`config.mk`:
```
export PLATFORM = sky130hd
export DESIGN_NAME = de1_input_conditioner
export DESIGN_NICKNAME = d
export VERILOG_FILES = /design/src/rtl/de1_input_pkg.sv /design/src/rtl/key_debounce_ch.sv /design/src/rtl/de1_input_conditioner.sv
export SDC_FILE = /design/constraint.sdc
export NUM_CORES = 1
export LEC_CHECK = 0
export ABC_AREA = 1
export CAP_MARGIN = 40
export CORE_ASPECT_RATIO = 0.8
export CORE_MARGIN = 10
export CORE_UTILIZATION = 59
export CTS_BUF_LIST = sky130_fd_sc_hd__clkbuf_16
export DETAILED_ROUTE_END_ITERATION = 7
export GPL_TIMING_DRIVEN = 0
export PLACE_DENSITY = 0.79
export SLEW_MARGIN = 0
export SYNTH_ARGS = -nofsm -noshare
export SYNTH_HDL_FRONTEND = slang
export SYNTH_SLANG_ARGS = --single-unit
```
`constraint.sdc`:
```
create_clock -name CLOCK_50 -period 1.95 [get_ports CLOCK_50]
set_clock_uncertainty 0.2 [all_clocks]
set_input_delay 0.39 -clock CLOCK_50 [delete_from_list [all_inputs] [get_ports CLOCK_50]]
set_output_delay 0.39 -clock CLOCK_50 [all_outputs]
set_load 0.005 [all_outputs]
```
`src/rtl/de1_input_pkg.sv`:
```
`default_nettype none
// ---------------------------------------------------------------------------
// de1_input_pkg : shared constants and key FSM state type for the DE1 input
//                 conditioner.                                   Rev 1.0
// ---------------------------------------------------------------------------
package de1_input_pkg;

  localparam int DEBOUNCE_CYCLES_DEF  = 50000;
  localparam int SW_SAMPLE_CYCLES_DEF = 50000;
  localparam int NUM_KEYS             = 2;
  localparam int NUM_SW               = 10;

  typedef enum logic [1:0] {
    KEY_RELEASED        = 2'd0,
    KEY_PRESS_PENDING   = 2'd1,
    KEY_PRESSED         = 2'd2,
    KEY_RELEASE_PENDING = 2'd3
  } key_state_e;

endpackage
`default_nettype wire

```
`src/rtl/key_debounce_ch.sv`:
```
`default_nettype none
// ---------------------------------------------------------------------------
// key_debounce_ch : one push-button channel -- synchronizer, debounce FSM,
//                   saturating stability counter and press/release strobes.
//                                                                Rev 1.0
// ---------------------------------------------------------------------------
module key_debounce_ch
  import de1_input_pkg::*;
#(
  parameter int DEBOUNCE_CYCLES = DEBOUNCE_CYCLES_DEF
) (
  input  logic clk,
  input  logic n_reset,
  input  logic key_raw,
  output logic button,
  output logic press_pulse,
  output logic release_pulse
);

  localparam int CNT_W = $clog2(DEBOUNCE_CYCLES);
  localparam logic [CNT_W-1:0] CNT_LAST = CNT_W'(DEBOUNCE_CYCLES - 1);
  localparam logic [CNT_W-1:0] CNT_ONE  = CNT_W'(1);

  logic [1:0]       key_sync;
  logic             pressed;
  logic [CNT_W-1:0] cnt;
  key_state_e       state;

  // Keys are active-low; the FSM works on the pressed (active-high) level.
  assign pressed = ~key_sync[1];

  always_ff @(posedge clk) begin
    if (!n_reset) begin
      key_sync      <= 2'b11;
      state         <= KEY_RELEASED;
      cnt           <= '0;
      button        <= 1'b0;
      press_pulse   <= 1'b0;
      release_pulse <= 1'b0;
    end else begin
      key_sync      <= {key_sync[0], key_raw};
      press_pulse   <= 1'b0;
      release_pulse <= 1'b0;
      case (state)
        KEY_RELEASED: begin
          if (pressed) begin
            state <= KEY_PRESS_PENDING;
            cnt   <= '0;
          end
        end
        KEY_PRESS_PENDING: begin
          if (!pressed) begin
            state <= KEY_RELEASED;
            cnt   <= '0;
          end else if (cnt == CNT_LAST) begin
            state       <= KEY_PRESSED;
            cnt         <= '0;
            button      <= 1'b1;
            press_pulse <= 1'b1;
          end else if (cnt != '1) begin
            cnt <= cnt + CNT_ONE;
          end
        end
        KEY_PRESSED: begin
          if (!pressed) begin
            state <= KEY_RELEASE_PENDING;
            cnt   <= '0;
          end
        end
        KEY_RELEASE_PENDING: begin
          if (pressed) begin
            state <= KEY_PRESSED;
            cnt   <= '0;
          end else if (cnt == CNT_LAST) begin
            state         <= KEY_RELEASED;
            cnt           <= '0;
            button        <= 1'b0;
            release_pulse <= 1'b1;
          end else if (cnt != '1) begin
            cnt <= cnt + CNT_ONE;
          end
        end
        default: begin
          state <= KEY_RELEASED;
          cnt   <= '0;
        end
      endcase
    end
  end

endmodule
`default_nettype wire

```
`src/rtl/de1_input_conditioner.sv`:
```
`default_nettype none
// ---------------------------------------------------------------------------
// de1_input_conditioner : debounced DE1 push-buttons with edge strobes and
//                         tick-sampled, two-sample-agreement slide switches.
//                                                                Rev 1.0
// ---------------------------------------------------------------------------
module de1_input_conditioner
  import de1_input_pkg::*;
#(
  parameter int DEBOUNCE_CYCLES  = DEBOUNCE_CYCLES_DEF,
  parameter int SW_SAMPLE_CYCLES = SW_SAMPLE_CYCLES_DEF
) (
  input  logic                CLOCK_50,
  input  logic                nReset,
  input  logic [NUM_KEYS-1:0] KEY,
  input  logic [NUM_SW-1:0]   SW,
  output logic [NUM_KEYS-1:0] Buttons,
  output logic [NUM_KEYS-1:0] press_pulse,
  output logic [NUM_KEYS-1:0] release_pulse,
  output logic [NUM_SW-1:0]   SW_clean
);

  localparam int PRE_W = $clog2(SW_SAMPLE_CYCLES);
  localparam logic [PRE_W-1:0] PRE_LAST = PRE_W'(SW_SAMPLE_CYCLES - 1);
  localparam logic [PRE_W-1:0] PRE_ONE  = PRE_W'(1);

  genvar g;
  generate
    for (g = 0; g < NUM_KEYS; g++) begin : g_key
      key_debounce_ch #(
        .DEBOUNCE_CYCLES(DEBOUNCE_CYCLES)
      ) u_key (
        .clk          (CLOCK_50),
        .n_reset      (nReset),
        .key_raw      (KEY[g]),
        .button       (Buttons[g]),
        .press_pulse  (press_pulse[g]),
        .release_pulse(release_pulse[g])
      );
    end
  endgenerate

  logic [PRE_W-1:0]  prescaler;
  logic              sw_tick;
  logic [NUM_SW-1:0] sw_meta;
  logic [NUM_SW-1:0] sw_sync;
  logic [NUM_SW-1:0] sw_sample;

  assign sw_tick = (prescaler == PRE_LAST);

  // A switch value is accepted only once two consecutive ticks agree on it.
  always_ff @(posedge CLOCK_50) begin
    if (!nReset) begin
      prescaler <= '0;
      sw_meta   <= '0;
      sw_sync   <= '0;
      sw_sample <= '0;
      SW_clean  <= '0;
    end else begin
      sw_meta   <= SW;
      sw_sync   <= sw_meta;
      prescaler <= sw_tick ? '0 : prescaler + PRE_ONE;
      if (sw_tick) begin
        sw_sample <= sw_sync;
        if (sw_sync == sw_sample) begin
          SW_clean <= sw_sync;
        end
      end
    end
  end

endmodule
`default_nettype wire

```
==> results.json, run 1 <==
{
  "status": "completed",
  "io_pins": 30,
  "grtUsageTotal_pct": 17.3,
  "yosys-top-cells-count": "175 x nand2_1, 115 x inv_1, 102 x dfxtp_1",
  "clkPwrFrac_pct": 41.2,
  "yosysTopAreaCell": "dfxtp_1",
  "wl_met1_mm": 4.52,
  "viasPerCell": 5.12,
  "port_buffers": 28,
  "power_frac_seq_pct": 51.7,
  "power.density_nw_per_um2": 723,
  "area_growth_pct": 16.6,
  "insertion_delay_ps": 340,
  "synth_top_area_share_pct": 41.3,
  "antenna_found_initial": 0,
  "reg2reg_to": "g_key[0].u_key.cnt[2]$_SDFFE_PN0P_",
  "grt_pass1_vias": 4202,
  "end_kind": "register",
  "htreeDepth": 3,
  "switching_share_pct": 25.0,
  "cp.required_ps": 2010,
  "rrSetupSlack_ps": 100,
  "cts_buffer_depth": 2,
  "place.gp.congestion": 0.906,
  "dp_hpwl_mm": 7.80,
  "via_count": 4425,
  "reg2reg_depth": 10,
  "syn_inst": 709,
  "synthArstFlopShare_pct": 0,
  "cts_root_buffer": "clkbuf_16",
  "finalNetCount": 768,
  "yosysSeqAreaShare_pct": 41.3,
  "leakagePower_nw": 2.37,
  "wl_met2_mm": 5.21,
  "start_util_pct": 61.4,
  "cts_made_buffers": 9,
  "ys_ff_latch": 102,
  "path_max_fanout": 8,
  "top_layer": "met4",
  "hold_start": "nReset",
  "rows": 29,
  "synth_ff_type": "dfxtp_1",
  "setup_viol": 0,
  "crit_arrival_ps": 1910,
  "dr.pass1.iters": 4,
  "clkTransAtPathRegs_ps": 70,
  "post-route-drc-count": 0,
  "critPathLaunchType": "register",
  "hold_viol": 0,
  "grt_pass1_wl_mm": 18.1,
  "comb_power_share_pct": 7.1,
  "min_to": "g_key[0].u_key.press_pulse$_SDFF_PP0_",
  "fmax_mhz": 541,
  "whs_ps": 186,
  "cp-startpoint": "g_key[0].u_key.cnt[0]$_SDFFE_PN0P_",
  "r2r-start": "g_key[0].u_key.cnt[0]$_SDFFE_PN0P_",
  "p_int_mw": 3.12,
  "antenna_left": 0,
  "yosysWarnings": 0,
  "fin_crit_sh_pct": 94.8,
  "core_region_area_um2": 8060,
  "detail_route.wl_per_cell_um": 12.0,
  "wl_met3_um": 524,
  "grt_overflow": 0,
  "synthesis.area_per_instance_um2": 6.97,
  "yosysMostFrequentCell": "nand2_1",
  "die_y_um": 102,
  "cts_tree": "yes",
  "crit_type": "reg -> reg",
  "syn_nets": 726,
  "tightest_slew_ps": 646,
  "place_area_um2": 5360,
  "cap_violations": 0,
  "min_period_ps": 1850,
  "grt_start_max_net_pins": 20,
  "die_area_um2": 12500,
  "p_sw_mw": 1.04,
  "slew_viol_final": 0,
  "cts_hold_buf": 0,
  "peakVddDrop_uv": 473,
  "antenna_cells": 0,
  "drt_iter0_markers": 305,
  "maxSlewHeadroom_pct": 57.0,
  "ys_types": 38,
  "drive_above_1_share_pct": 14.7,
  "hold_path.class": "in -> reg",
  "die_x_um": 122,
  "synth_edf_count": 0,
  "final.setup.tns_ps": 0,
  "fin_area_um2": 5760,
  "synth.cell_area_um2": 4940,
  "clkSinkCount": 102,
  "holdPathStages": 3,
  "wl_mm": 10.4,
  "yosys-top-cells-area": "dfxtp_1 41%, nand2_1 13%, inv_1 8.7%, nor2_1 5.8%, nand3_1 3.9%"
}
==> state kept, by name (all words and copies together) (netlist names), named ones only <==
| register | flops |
|---|---|
| sw_sync | 10 |
| g_key.u_key.key_sync | 4 |
| sw_meta | 10 |
| g_key.u_key.press_pulse | 2 |
| g_key.u_key.cnt | 32 |
| g_key.u_key.button | 2 |
| g_key.u_key.state | 2 |
| g_key.u_key.release_pulse | 2 |
| sw_sample | 10 |
| SW_clean | 10 |
| prescaler | 16 |
==> critical path, stage by stage (launching register included) <==
cell	delay, ps
dfxtp_2	350
ha_2	210
nand2_2	90
nor2_4	130
buf_4	140
nand3_2	130
nor2_4	180
nor2_4	80
nand2_1	60
nand2_1	60
a21oi_1	140
==> power groups by stage <==
stage	logic, mW	registers, mW	clock network [mW]
CTS	0.279	2.15	1.75
floorplan	0.197	2.19	0
global placement	0.268	2.20	0
detailed placement	0.277	2.20	0
global route	0.334	2.16	1.85
finish	0.296	2.15	1.72
==> cells by family after synthesis <==
logic type | Yosys count | share of synthesized area (%)
xor gates and xnor gates | 10 | 1.77
and+or+nand+nor | 374 | 35.2
buffers and inverters | 144 | 11.8
adders and majority gates | 3 | 0.759
AOI/OAI and AO/OA | 76 | 9.16
DFF | 102 | 41.3
==> cells in the final DEF (no fill, tap or decap), drive strengths merged <==
cell,count
or2,6
clkinv,4
clkinvlp,1
o21bai,1
nand3b,2
nor3,14
a21o,1
a211oi,2
a21boi,1
ha,3
nor3b,3
nor4,2
nor2,91
xnor2,2
buf,17
nand2,184
inv,124
clkdlybuf4s50,28
nand3,45
a21oi,44
xor2,8
a31o,1
o21ai,26
dfxtp,102
nand4,27
clkbuf,17
==> metrics by stage <==
stage | power (mW) | cells | util [%] | setup slack, ps
after detailed placement | 2.48 | 845 | 66.5 | 26.5
after floorplan | 2.39 | 709 | - | 274
after CTS | 4.18 | 861 | 70.1 | 3.51
final | 4.17 | 864 | 71.5 | 102
after global routing | 4.34 | 864 | 71.5 | -4.09
after global placement | 2.46 | 845 | 66.5 | 58.3
==> layer usage <==
layer  GRT usage, %  vias up
met4           5.06        0
met5              0        -
met2           30.3       96
met1           20.6     2014
li1               -     2302
met3           4.24       13
==> layout make-up <==
class | instances | area (um^2)
buffer | 22 | 133
clock buffer | 9 | 225
clock inverter | 7 | 66.3
fill | 670 | 2290
inverter | 122 | 458
multi-input combinational | 463 | 2390
sequential | 102 | 2050
tap | 108 | 135
timing repair buffer | 31 | 303
==> worst max path at each step <==
stage	endpoint	depth (start not counted)
after CTS	register	10
after global routing	sw_sample[6]$_SDFFE_PN0P_	9
after detailed placement	g_key[0].u_key.cnt[14]$_SDFFE_PN0P_	10
after floorplan	register	10
after global placement	g_key[0].u_key.cnt[14]$_SDFFE_PN0P_	10
final	g_key[0].u_key.cnt[2]$_SDFFE_PN0P_	10
==> timing repair <==
action	4_1_cts	5_1_grt
gates resized for setup	0	33
setup buffers	0	3
setup endpoints to repair	0	64
Power figures use the tool's default switching activity.
==> run 2, diff against run 1 <==
--- a/config.mk
+++ b/config.mk
@@ -6,6 +6,7 @@
 export NUM_CORES = 1
 export LEC_CHECK = 0
 export ABC_AREA = 1
+export ABC_CLOCK_PERIOD_IN_PS = 1950
 export CAP_MARGIN = 40
 export CORE_ASPECT_RATIO = 0.8
 export CORE_MARGIN = 10
@@ -14,6 +15,7 @@
 export DETAILED_ROUTE_END_ITERATION = 7
 export GPL_TIMING_DRIVEN = 0
 export PLACE_DENSITY = 0.79
+export SKIP_CTS_REPAIR_TIMING = 1
 export SLEW_MARGIN = 0
 export SYNTH_ARGS = -nofsm -noshare
 export SYNTH_HDL_FRONTEND = slang
==> results of run 2 <==
The final DEF is identical to that of run 1; final timing and power are the same.
==> run 3, diff against run 2 <==
--- a/config.mk
+++ b/config.mk
@@ -12,6 +12,7 @@
 export CORE_MARGIN = 10
 export CORE_UTILIZATION = 59
 export CTS_BUF_LIST = sky130_fd_sc_hd__clkbuf_16
+export CTS_CLUSTER_DIAMETER = 40
 export DETAILED_ROUTE_END_ITERATION = 7
 export GPL_TIMING_DRIVEN = 0
 export PLACE_DENSITY = 0.79
==> results of run 3 <==
The final DEF is identical to that of run 1; final timing and power are the same.
